--- config.mk ---
export PLATFORM = sky130hd
export DESIGN_NAME = branch_resolve_ctrl
export DESIGN_NICKNAME = d
export VERILOG_FILES = /design/src/rtl/branch_resolve_ctrl.sv
export SDC_FILE = /design/constraint.sdc
export NUM_CORES = 1
export LEC_CHECK = 0
export ABC_AREA = 1
export CORE_AREA = 2 2 78 80
export CTS_BUF_LIST = sky130_fd_sc_hd__clkbuf_4 sky130_fd_sc_hd__clkbuf_8
export DETAILED_ROUTE_END_ITERATION = 10
export DIE_AREA = 0 0 80 82
export DONT_BUFFER_PORTS = 1
export GPL_TIMING_DRIVEN = 0
export PLACE_DENSITY = 0.7
export RECOVER_POWER = 100
export SLEW_MARGIN = 20
export SYNTH_ARGS = -nofsm -noshare
export SYNTH_HDL_FRONTEND = slang
export SYNTH_SLANG_ARGS = --single-unit
--- constraint.sdc ---
create_clock -name clk -period 1.1 [get_ports clk]
set_input_delay 0.055 -clock clk [delete_from_list [all_inputs] [get_ports clk]]
set_output_delay 0.055 -clock clk [all_outputs]
set_load 0.1 [all_outputs]
--- src/rtl/branch_resolve_ctrl.sv ---
// Branch/JR resolution sequencer for the ID stage: waits for operands, evaluates, issues one redirect.
// Optional statistics counters are enabled by defining BR_STATS_EN.
module branch_resolve_ctrl #(
  parameter int unsigned DATA_W   = 32,
  parameter int unsigned MAX_WAIT = 15
) (
  input  logic              clk,
  input  logic              reset,
  input  logic              br_valid,
  input  logic [2:0]        br_type,
  input  logic [DATA_W-1:0] rs_val,
  input  logic [DATA_W-1:0] rt_val,
  input  logic              rs_ready,
  input  logic              rt_ready,
  input  logic [DATA_W-1:0] target,
  input  logic              hold_in,
  output logic              stall_id,
  output logic              redirect,
  output logic [DATA_W-1:0] redirect_pc,
  output logic              wd_err,
  output logic [31:0]       br_count,
  output logic [31:0]       taken_count
);

  typedef enum logic [1:0] {StIdle, StWait, StEval, StRedirect} state_e;

  localparam logic [3:0] MaxWaitC = 4'(MAX_WAIT);
  localparam logic [3:0] CntMaxC  = 4'hf;

  state_e      state_q;
  logic [3:0]  wait_cnt_q;
  logic        taken_q;
  logic        need_rs, need_rt, ops_ready;
  logic        eq, neg, zero, cond;

  always_comb begin
    need_rs   = (br_type != 3'd7);
    need_rt   = (br_type == 3'd0) || (br_type == 3'd1);
    ops_ready = (!need_rs || rs_ready) && (!need_rt || rt_ready);
    eq        = (rs_val == rt_val);
    neg       = rs_val[DATA_W-1];
    zero      = (rs_val == '0);
    cond      = 1'b0;
    case (br_type)
      3'd0:    cond = eq;
      3'd1:    cond = !eq;
      3'd2:    cond = neg | zero;
      3'd3:    cond = !neg & !zero;
      3'd4:    cond = neg;
      3'd5:    cond = !neg;
      3'd6:    cond = 1'b1;
      default: cond = 1'b0;
    endcase
  end

  always_ff @(posedge clk) begin
    if (reset) begin
      state_q     <= StIdle;
      wait_cnt_q  <= '0;
      taken_q     <= 1'b0;
      redirect_pc <= '0;
      wd_err      <= 1'b0;
    end else if (!hold_in) begin
      case (state_q)
        StIdle: begin
          if (br_valid) state_q <= ops_ready ? StEval : StWait;
        end
        StWait: begin
          if (!br_valid) begin
            state_q    <= StIdle;
            wait_cnt_q <= '0;
          end else begin
            if (wait_cnt_q == MaxWaitC) wd_err <= 1'b1;
            if (wait_cnt_q != CntMaxC) wait_cnt_q <= wait_cnt_q + 4'd1;
            if (ops_ready) state_q <= StEval;
          end
        end
        StEval: begin
          wait_cnt_q <= '0;
          if (!br_valid) begin
            state_q <= StIdle;
          end else begin
            taken_q     <= cond;
            redirect_pc <= (br_type == 3'd6) ? rs_val : target;
            state_q     <= StRedirect;
          end
        end
        default: state_q <= StIdle;
      endcase
    end
  end

  // In IDLE the branch must be held from its very first ID cycle, hence the combinational term.
  assign stall_id = hold_in | ((state_q == StIdle) ? br_valid : (state_q != StRedirect));
  assign redirect = (state_q == StRedirect) & taken_q & !hold_in;

`ifdef BR_STATS_EN
  logic [31:0] br_cnt_q, taken_cnt_q;

  always_ff @(posedge clk) begin
    if (reset) begin
      br_cnt_q    <= '0;
      taken_cnt_q <= '0;
    end else if (!hold_in && state_q == StEval && br_valid) begin
      br_cnt_q <= br_cnt_q + 32'd1;
      if (cond) taken_cnt_q <= taken_cnt_q + 32'd1;
    end
  end

  assign br_count    = br_cnt_q;
  assign taken_count = taken_cnt_q;
`else
  assign br_count    = '0;
  assign taken_count = '0;
`endif

endmodule
==> results.sh, run 1 <==
export IMPL_outcome="complete, but fails checks"
export IMPL_violations="setup timing"
export IMPL_skew_ns=0.007961
export IMPL_finalSetupViolCount=42
export IMPL_synth_top_cell_area_share_pct=27.02
export IMPL_required_ns=1.28
export IMPL_grt_max_degree=12
export IMPL_fin_crit_ns=1.415
export IMPL_critPathKind="reg -> reg"
export IMPL_ys_ff_latch=40
export IMPL_grt_pass1_wl_microns=14480
export IMPL_synth_cells=450
export IMPL_die_x_microns=80
export IMPL_portBuffers=0
export IMPL_crit_path_end_kind="flip-flop"
export IMPL_combPwrFrac_pct=40.8
export IMPL_synthToLayoutAreaGrowth_pct=51.63
export IMPL_clock_root_buffer="clkbuf_8"
export IMPL_use_met1_pct=29.67
export IMPL_place_area_sq_mm=0.003388
export IMPL_htree_levels=2
export IMPL_startpoint_type="flip-flop"
export IMPL_wl_microns=10330
export IMPL_p_int_w=0.002740
export IMPL_syn_area_sq_mm=0.002964
export IMPL_die_h_microns=82
export IMPL_grt_pass1_vias=3201
export IMPL_min_path_type="in -> reg"
export IMPL_grt_use_met2_pct=53.08
export IMPL_drive_gt1_share_pct=29.52
export IMPL_post_route_period_util_pct=128.6
export IMPL_routedWlPerCell_microns=15.23
export IMPL_drc_errors=0
export IMPL_p_sw_share_pct=46.53
export IMPL_rows=28
export IMPL_max_slew_margin_pct=57.62
export IMPL_slew_viol_final=0
export IMPL_fin_nets=708
export IMPL_r2r_end="wait_cnt_q[0]$_SDFFE_PP0P_"
export IMPL_cts_buffer_depth=2
export IMPL_ys_warn_count=0
export IMPL_synthFlopType="dfxtp_1"
export IMPL_ant_nets=0
export IMPL_synthTopCellsByArea="dfxtp_1 27%, buf_4 17%, nand2_1 17%, xnor2_1 6.8%, a31oi_1 6.8%"
export IMPL_yosysUniqueCellTypes=32
export IMPL_cp_endpoint="wait_cnt_q[0]$_SDFFE_PP0P_"
export IMPL_via_per_inst=4.903
export IMPL_max_cap_violations=0
export IMPL_first_pass_iters=5
export IMPL_p_per_area_mw_per_mm2=1140
export IMPL_r2r_cells=8
export IMPL_hold_viol_final=0
export IMPL_ys_async_sr_fraction_pct=0
export IMPL_rsz0062_at_grt="yes"
export IMPL_setup_tns_ns=-9.528
export IMPL_dp_cells=588
export IMPL_crit_arrival_ns=1.59
export IMPL_gr_total_overflow=0
export IMPL_numClockSinks=40
export IMPL_num_vias=3324
export IMPL_p_leak_nw=2.127
export IMPL_cp_max_fo=4
export IMPL_worstMarginPinSlew_ns=0.6357
export IMPL_globalRouteMet3Util_pct=8.462
export IMPL_grt_antenna_before_repair=0
export IMPL_power_switching_w=0.002384
export IMPL_irDropWorstVdd_mv=0.7956
export IMPL_die_area_sq_mm=0.006560
export IMPL_worst_r2r_startpoint="state_q[1]$_SDFFE_PP0P_"
export IMPL_r2r_setup_slack_ns=-0.31
export IMPL_grt_busiest_layer="met2"
export IMPL_final_area_sq_mm=0.004494
export IMPL_yosys_area_top_type="dfxtp_1"
export IMPL_synth_edf_count=0
export IMPL_dr_first_iter_drc_count=198
export IMPL_seq_power_share_pct=38.0
export IMPL_whs_ns=0.04149
export IMPL_routabilityCongestion=0.8315
export IMPL_diodes=0
export IMPL_fillers=423
export IMPL_pwr_share_clk_pct=21.3
export IMPL_dpl_hpwl_microns=6502
export IMPL_instances_no_fill=678
export IMPL_cts_tree="built"
export IMPL_core_area_sq_mm=0.005746
export IMPL_crit_path_start="state_q[1]$_SDFFE_PP0P_"
export IMPL_yosysSeqAreaShare_pct=27.02
export IMPL_worstSkewPairLatency_ns=0.30
export IMPL_start_util_pct=51.59
export IMPL_holdCritStartpoint="reset"
export IMPL_ios=204
export IMPL_worst_slack_ns=-0.3148
export IMPL_postSynthAreaPerCell_sq_um=6.587
export IMPL_fmaxAchievable_ghz=0.7068
export IMPL_clk_pin_slew_ns=0.09
export IMPL_grt_total_usage_pct=28.22
export IMPL_numCtsBuffers=5
[registers in the layout, summed over array words and instances, names as in the netlist]
signal	cells
wd_err	1
wait_cnt_q	4
state_q	2
taken_q	1
redirect_pc	32
[cells in the mapped netlist (all sizes together) (4+ instances only)]
cell and n:
a21oi 6, a31oi 32, buf 75, clkbuf 5, dfxtp 40, inv 30
nand2 134, nand3 11, nor2 42, nor3 4, o21ai 36, xnor2 23
[routing by layer]
metal	wire (microns)	share of wire, %	up-vias
met2	5433	53	183
met3	969	9.4	39
li1	-	-	1621
met5	0	0	-
met4	347	3.4	0
met1	3576	35	1481
[cell type report]
cell class	count	area [sq um]	area share, %
Clock buffer	8	97.59	2.171
Timing Repair Buffer	82	849.6	18.90
Sequential cell	40	852.1	18.96
Inverter	30	120.1	2.673
Tap cell	75	93.84	2.088
Multi-Input combinational cell	363	1871	41.62
Buffer	80	610.6	13.59
[metrics by stage]
step / utilization (%) / worst slack (ns) / power [W]
6_report: 78.22 / -0.3148 / 0.005123
5_1_grt: 78.22 / -0.3534 / 0.005303
4_1_cts: 75.91 / -0.2341 / 0.004980
3_5_place_dp: 58.97 / -0.3022 / 0.003641
3_3_place_gp: 58.97 / -0.2598 / 0.003626
2_1_floorplan: - / -0.1289 / 0.003542
[worst min-delay path by stage]
stage                     cells after the start                      endpoint  slack [ns]
after floorplan                               1       state_q[0]$_SDFFE_PP0P_        0.12
after global placement                        1       state_q[0]$_SDFFE_PP0P_        0.12
after detailed placement                      1       state_q[0]$_SDFFE_PP0P_        0.13
after CTS                                     3  redirect_pc[28]$_SDFFE_PP0P_        0.02
after global routing                          3  redirect_pc[30]$_SDFFE_PP0P_        0.05
final                                         3  redirect_pc[30]$_SDFFE_PP0P_        0.04
[worst max-delay path, stage by stage (launching register included)]
cell and delay, ns:
dfxtp_4 0.37, inv_4 0.08, nand3_1 0.10, inv_2 0.09
nand4_1 0.19, nand4_4 0.16, buf_4 0.12, xor2_1 0.14
nor2_1 0.05
[cells by family after synthesis]
logic type	Yosys count	share of synthesized area (%)
simple gates	196	27.48
buf+inv	110	22.84
compound gates	78	15.03
flops	40	27.02
xor+xnor	24	7.092
fa+ha+maj	1	0.4221
other cells	1	0.1265
[placed cells by master (no fill, tap or decap), types with 3 or more instances in the layout]
| cell | n |
|---|---|
| nor2_4 | 5 |
| a31oi_1 | 32 |
| inv_4 | 3 |
| nand3_1 | 10 |
| nand2_1 | 129 |
| nor2_1 | 36 |
| inv_1 | 20 |
| clkbuf_1 | 5 |
| inv_2 | 7 |
| clkbuf_8 | 6 |
| buf_12 | 3 |
| conb_1 | 64 |
| dfxtp_2 | 35 |
| buf_2 | 4 |
| a21oi_2 | 4 |
| dlygate4sd3_1 | 67 |
| dfxtp_1 | 3 |
| o21ai_0 | 7 |
| xnor2_1 | 23 |
| buf_8 | 3 |
| o21ai_2 | 10 |
| buf_4 | 76 |
| o21ai_1 | 18 |
[timing repair]
action / in CTS / in global routing
hold buffers: 67 / 0
endpoints found under the setup margin: 41 / 42
endpoints found under the hold margin: 36 / 0
pin swaps: 11 / 6
gates cloned: 1 / 1
buffers inserted: 11 / 3
gates resized for setup: 29 / 18
[power by group through the flow]
stage          clock, W  sequential (W)  combinational (W)
6_report        0.00109         0.00194            0.00209
5_1_grt         0.00116         0.00195            0.00219
4_1_cts         0.00108         0.00194            0.00196
3_5_place_dp          0         0.00197            0.00168
3_3_place_gp          0         0.00196            0.00166
2_1_floorplan         0         0.00195            0.00159
(Power assumes the default switching activity.)
==> run 2, diff against run 1 <==
- CORE_AREA: 2 2 78 80 -> 2 2 79 81
- CTS_BUF_LIST: sky130_fd_sc_hd__clkbuf_4 sky130_fd_sc_hd__clkbuf_8 -> default
- DIE_AREA: 0 0 80 82 -> 0 0 81 83
- PLACE_DENSITY: 0.7 -> 0.68
==> results.sh, run 2 (synthesis results as in run 1) <==
export IMPL_max_cap_violations=0
export IMPL_max_slew_margin_pct=50.13
export IMPL_fin_nets=712
export IMPL_ios=204
export IMPL_rsz0062_at_grt="yes"
export IMPL_largest_registers="redirect_pc x32, wait_cnt_q x4, state_q x2"
export IMPL_finalSetupViolCount=42
export IMPL_fmaxAchievable_ghz=0.7112
export IMPL_htree_levels=2
export IMPL_violations="setup timing"
export IMPL_routabilityCongestion=0.7844
export IMPL_crit_top_cell="inv_2"
export IMPL_path_delay_family="simple AND/OR/NAND/NOR gates"
export IMPL_routedWlPerCell_microns=15.01
export IMPL_final_area_sq_mm=0.004598
export IMPL_grt_antenna_before_repair=0
export IMPL_layout_commonest_cell="nand2_1"
export IMPL_worstSkewPairLatency_ns=0.30
export IMPL_start_util_pct=50.97
export IMPL_crit_buf_inv=3
export IMPL_crit_path_end_kind="output pin"
export IMPL_slowest_stage="dfxtp_4"
export IMPL_num_vias=3392
export IMPL_r2r_setup_slack_ns=-0.29
export IMPL_whs_ns=0.06513
export IMPL_dr_first_iter_drc_count=129
export IMPL_numClockSinks=40
export IMPL_skew_ns=0.008010
export IMPL_drc_errors=0
export IMPL_required_ns=1.04
export IMPL_die_x_microns=81
export IMPL_grt_max_degree=12
export IMPL_largest_register_ffs=32
export IMPL_portBuffers=0
export IMPL_crit_arrival_ns=1.35
export IMPL_grt_pass1_wl_microns=14660
export IMPL_grt_total_usage_pct=27.52
export IMPL_irDropWorstVdd_mv=0.7884
export IMPL_die_area_sq_mm=0.006723
export IMPL_min_path_type="in -> reg"
export IMPL_r2r_end="redirect_pc[11]$_SDFFE_PP0P_"
export IMPL_place_area_sq_mm=0.003388
export IMPL_grt_pass1_vias=3197
export IMPL_core_area_sq_mm=0.005816
export IMPL_final_util_pct=79.07
export IMPL_holdCritStartpoint="br_valid"
export IMPL_wl_microns=10240
export IMPL_first_pass_iters=5
export IMPL_worst_r2r_startpoint="state_q[1]$_SDFFE_PP0P_"
export IMPL_min_to="state_q[1]$_SDFFE_PP0P_"
export IMPL_min_path_cells=3
export IMPL_ant_nets=0
export IMPL_synthToLayoutAreaGrowth_pct=55.13
export IMPL_hold_viol_final=0
export IMPL_drive_gt1_share_pct=32.13
export IMPL_clock_root_buffer="clkbuf_8"
export IMPL_cpPeakStageDelay_ns=0.38
export IMPL_die_h_microns=83
export IMPL_post_route_period_util_pct=127.8
export IMPL_fin_crit_ns=1.406
export IMPL_slew_viol_final=0
export IMPL_worstMarginPinSlew_ns=0.7480
export IMPL_cts_tree="built"
export IMPL_rows=28
export IMPL_r2r_cells=8
export IMPL_numCtsBuffers=5
export IMPL_p_leak_nw=2.162
export IMPL_worst_slack_ns=-0.3061
export IMPL_largest_register="redirect_pc"
export IMPL_dpl_hpwl_microns=6452
export IMPL_critPathKind="reg -> out"
export IMPL_outcome="complete, but fails checks"
export IMPL_final_cell_mix="128 x nand2_1, 76 x buf_4, 67 x dlygate4sd3_1"
export IMPL_diodes=0
export IMPL_p_per_area_mw_per_mm2=1110
export IMPL_crit_chain="buf_4 > nor2_4 > inv_2 > nor2_2 > inv_2 > nand2_4 > nand2_8"
export IMPL_cp_max_fo=5
export IMPL_clk_pin_slew_ns=0.08
export IMPL_gr_total_overflow=0
export IMPL_cts_buffer_depth=2
export IMPL_startpoint_type="flip-flop"
export IMPL_via_per_inst=4.974
[run 2: changes by cell type in the layout (fill, tap and decap cells not counted), moves of 2 or more]
cell,previous run,this run
a21oi_1,2,0
buf_6,2,6
buf_12,3,0
o21ai_0,7,1
o21ai_2,10,18
clkbuf_4,2,0
nor2_2,1,3
o21ai_1,18,15
clkbuf_1,5,7
buf_8,3,5
[run 2: power breakdown]
group	switching (W)	total (W)	internal, W
sequential	0.000423	0.00195	0.00152
clock	0.000524	0.00104	0.000513
combinational	0.00146	0.00212	0.000662
[run 2: layer usage]
layer | global-route usage [%] | routed length, microns | vias to the layer above
met3 | 8.478 | 1055 | 30
met2 | 48.53 | 5165 | 201
met1 | 29.88 | 3668 | 1527
met5 | 0 | 0 | -
li1 | - | - | 1634
met4 | 11.09 | 348 | 0
[run 2: how the worst max path moves through the flow]
stage	startpoint	to	slack (ns)	cells after the start
6_report	state_q[0]$_SDFFE_PP0P_	stall_id	-0.31	7
5_1_grt	state_q[1]$_SDFFE_PP0P_	redirect_pc[16]$_SDFFE_PP0P_	-0.37	8
4_1_cts	state_q[1]$_SDFFE_PP0P_	redirect_pc[22]$_SDFFE_PP0P_	-0.23	8
3_5_place_dp	state_q[1]$_SDFFE_PP0P_	redirect_pc[19]$_SDFFE_PP0P_	-0.28	8
3_3_place_gp	state_q[1]$_SDFFE_PP0P_	redirect_pc[13]$_SDFFE_PP0P_	-0.26	8
2_1_floorplan	state_q[1]$_SDFFE_PP0P_	redirect_pc[10]$_SDFFE_PP0P_	-0.13	8
[run 2: worst min-delay path: cells and delay by family]
family | cells | cell delay (ns)
compound gates | 2 | 0.20
simple gates | 1 | 0.07
[run 2: area by class of cell]
cell class                      instances  area (sq um)
Multi-Input combinational cell        363          1942
Fill cell                             414          1217
Timing Repair Buffer                   86         890.9
Sequential cell                        40         852.1
Buffer                                 80         609.3
Inverter                               30         120.1
Tap cell                               75         93.84
Clock buffer                            8         90.09
[run 2: what timing repair did]
action / 4_1_cts / 5_1_grt
cloned: 3 / 2
hold buffers: 67 / 0
setup buffers: 5 / 9
pin swaps: 7 / 12
endpoints found under the setup margin: 41 / 42
gates resized for setup: 32 / 45
endpoints found under the hold margin: 36 / 0
[run 2: through the flow]
stage,total power [W],instances,worst slack (ns),TNS [ns]
2_1_floorplan,0.003542,513,-0.1289,-3.162
4_1_cts,0.004921,671,-0.2274,-7.431
6_report,0.005102,682,-0.3061,-10.41
3_5_place_dp,0.003638,588,-0.2795,-8.094
3_3_place_gp,0.003627,588,-0.2605,-7.495
5_1_grt,0.005291,682,-0.3720,-13.10
==> run 3, diff against run 2 <==
- CORE_AREA: 2 2 79 81 -> 2 2 78 80
- CTS_BUF_LIST: default -> sky130_fd_sc_hd__clkbuf_4 sky130_fd_sc_hd__clkbuf_8
- DIE_AREA: 0 0 81 83 -> 0 0 80 82
- HOLD_SLACK_MARGIN: default -> 0.08
- PLACE_DENSITY: 0.68 -> 0.7
==> results.sh, run 3 (synthesis results as in run 1) <==
export IMPL_outcome="complete, but fails checks"
export IMPL_violations="setup timing"
export IMPL_grt_total_usage_pct=27.62
export IMPL_holdCritStartpoint="br_type[0]"
export IMPL_min_to="taken_q$_SDFFE_PP0P_"
export IMPL_met1Wirelength_microns=3557
export IMPL_grt_pass1_wl_microns=14180
export IMPL_grt_pass1_vias=3190
export IMPL_required_ns=1.31
export IMPL_regArea_sq_um=850.8
export IMPL_dr_first_iter_drc_count=165
export IMPL_r2r_end="redirect_pc[30]$_SDFFE_PP0P_"
export IMPL_dpl_hpwl_microns=6502
export IMPL_place_area_sq_mm=0.003388
export IMPL_routedWlPerCell_microns=15.01
export IMPL_diodes=0
export IMPL_worstMarginPinSlew_ns=0.7197
export IMPL_min_path_cells=6
export IMPL_skew_ns=0.01119
export IMPL_multi_input_area_sq_mm=0.001882
export IMPL_drive_gt1_share_pct=30.66
export IMPL_fillers=411
export IMPL_crit_arrival_ns=1.62
export IMPL_p_int_w=0.002738
export IMPL_routabilityCongestion=0.8315
export IMPL_min_path_type="in -> reg"
export IMPL_first_pass_iters=5
export IMPL_gr_total_overflow=0
export IMPL_clock_root_buffer="clkbuf_8"
export IMPL_final_util_pct=79.36
export IMPL_largest_registers="redirect_pc x32, wait_cnt_q x4, state_q x2"
export IMPL_met3_length_microns=1062
export IMPL_crit_path_start="state_q[1]$_SDFFE_PP0P_"
export IMPL_htree_levels=2
export IMPL_grt_antenna_before_repair=0
export IMPL_die_area_sq_mm=0.006560
export IMPL_highest_layer="met4"
export IMPL_numClockSinks=40
export IMPL_num_vias=3390
export IMPL_die_x_microns=80
export IMPL_rows=28
export IMPL_layout_commonest_cell="nand2_1"
export IMPL_p_leak_nw=2.156
export IMPL_irDropWorstVdd_mv=0.7958
export IMPL_die_h_microns=82
export IMPL_final_cell_mix="129 x nand2_1, 78 x buf_4, 71 x dlygate4sd3_1"
export IMPL_seq_power_share_pct=38.0
export IMPL_synthToLayoutAreaGrowth_pct=53.82
export IMPL_max_slew_margin_pct=52.02
export IMPL_clk_pin_slew_ns=0.09
export IMPL_worstSkewPairLatency_ns=0.30
export IMPL_finalSetupViolCount=42
export IMPL_r2r_setup_slack_ns=-0.31
export IMPL_power_switching_w=0.002386
export IMPL_p_sw_share_pct=46.57
export IMPL_largest_register="redirect_pc"
export IMPL_grt_max_degree=12
export IMPL_cp_max_fo=7
export IMPL_final_area_sq_mm=0.004559
export IMPL_via_per_inst=4.949
export IMPL_ios=204
export IMPL_pwr_share_clk_pct=21.4
export IMPL_start_util_pct=51.59
export IMPL_fin_nets=715
export IMPL_p_per_area_mw_per_mm2=1124
export IMPL_combPwrFrac_pct=40.6
export IMPL_startpoint_type="flip-flop"
export IMPL_max_cap_violations=0
export IMPL_cts_tree="built"
export IMPL_core_area_sq_mm=0.005746
export IMPL_hold_viol_final=0
export IMPL_rsz0062_at_grt="yes"
export IMPL_ant_nets=0
export IMPL_worst_slack_ns=-0.3082
export IMPL_wl_met2_microns=5257
export IMPL_portBuffers=0
export IMPL_r2r_cells=8
export IMPL_critPathKind="reg -> reg"
export IMPL_fin_crit_ns=1.408
export IMPL_post_route_period_util_pct=128.0
export IMPL_cts_buffer_depth=2
export IMPL_worst_r2r_startpoint="state_q[1]$_SDFFE_PP0P_"
export IMPL_slew_viol_final=0
export IMPL_wl_microns=10280
export IMPL_largest_register_ffs=32
export IMPL_crit_path_end_kind="flip-flop"
export IMPL_numCtsBuffers=5
export IMPL_drc_errors=0
export IMPL_fmaxAchievable_ghz=0.7102
==> run 3: changes by cell type in the layout (fill, tap and decap cells not counted), sizes merged <==
cell,change
dlygate4sd3,+4
clkbuf,-1
==> run 3: critical path: stages, from the launching register on <==
cell,delay [ns]
dfxtp_4,0.38
inv_4,0.05
nor2_4,0.09
nand2_2,0.09
nor2_4,0.15
buf_12,0.16
buf_12,0.13
o21ai_1,0.06
a31oi_1,0.21
==> run 3: layer usage <==
metal	up-vias	GRT usage, %
li1	1639	-
met1	1514	28.89
met2	194	51.33
met3	43	8.681
met4	0	11.02
met5	-	0
==> run 3: cell type report <==
cell class	count	area share, %
multi-input combinational	363	41.27
timing repair buffer	90	20.06
sequential	40	18.66
buffer	79	13.23
inverter	30	2.580
clock buffer	8	2.141
tap	75	2.058
==> run 3: power by group through the flow <==
stage          Combinational (W)  Sequential (W)  Clock (W)
2_1_floorplan            0.00159         0.00195          0
4_1_cts                  0.00195         0.00194    0.00108
3_3_place_gp             0.00166         0.00196          0
3_5_place_dp             0.00168         0.00197          0
6_report                 0.00208         0.00195    0.00110
5_1_grt                  0.00219         0.00196    0.00116
==> run 3: what timing repair did <==
action	4_1_cts	5_1_grt
hold buffers	65	6
hold endpoints to repair	36	6
setup endpoints to repair	41	42
buffers inserted	11	6
pin swaps	11	7
gates cloned	1	2
resized for setup	29	27
==> run 3: through the flow <==
stage          power (W)  std cells  setup TNS [ns]  hold slack, ns  setup WS (ns)
2_1_floorplan   0.003542        513          -3.162          0.1200        -0.1289
3_3_place_gp    0.003626        588          -7.520          0.1231        -0.2598
3_5_place_dp    0.003641        588          -7.948          0.1260        -0.3022
4_1_cts         0.004971        672          -7.420         -0.1830        -0.2341
5_1_grt         0.005306        685          -13.08          0.1468        -0.3893
6_report        0.005124        685          -10.03          0.1225        -0.3082
==> run 3: worst max-delay path by stage <==
stage | end | cells past startpoint | slack (ns)
2_1_floorplan | redirect_pc[10]$_SDFFE_PP0P_ | 8 | -0.13
3_3_place_gp | redirect_pc[17]$_SDFFE_PP0P_ | 8 | -0.26
3_5_place_dp | redirect_pc[16]$_SDFFE_PP0P_ | 8 | -0.30
4_1_cts | redirect_pc[16]$_SDFFE_PP0P_ | 8 | -0.23
5_1_grt | redirect_pc[30]$_SDFFE_PP0P_ | 8 | -0.39
6_report | redirect_pc[30]$_SDFFE_PP0P_ | 8 | -0.31
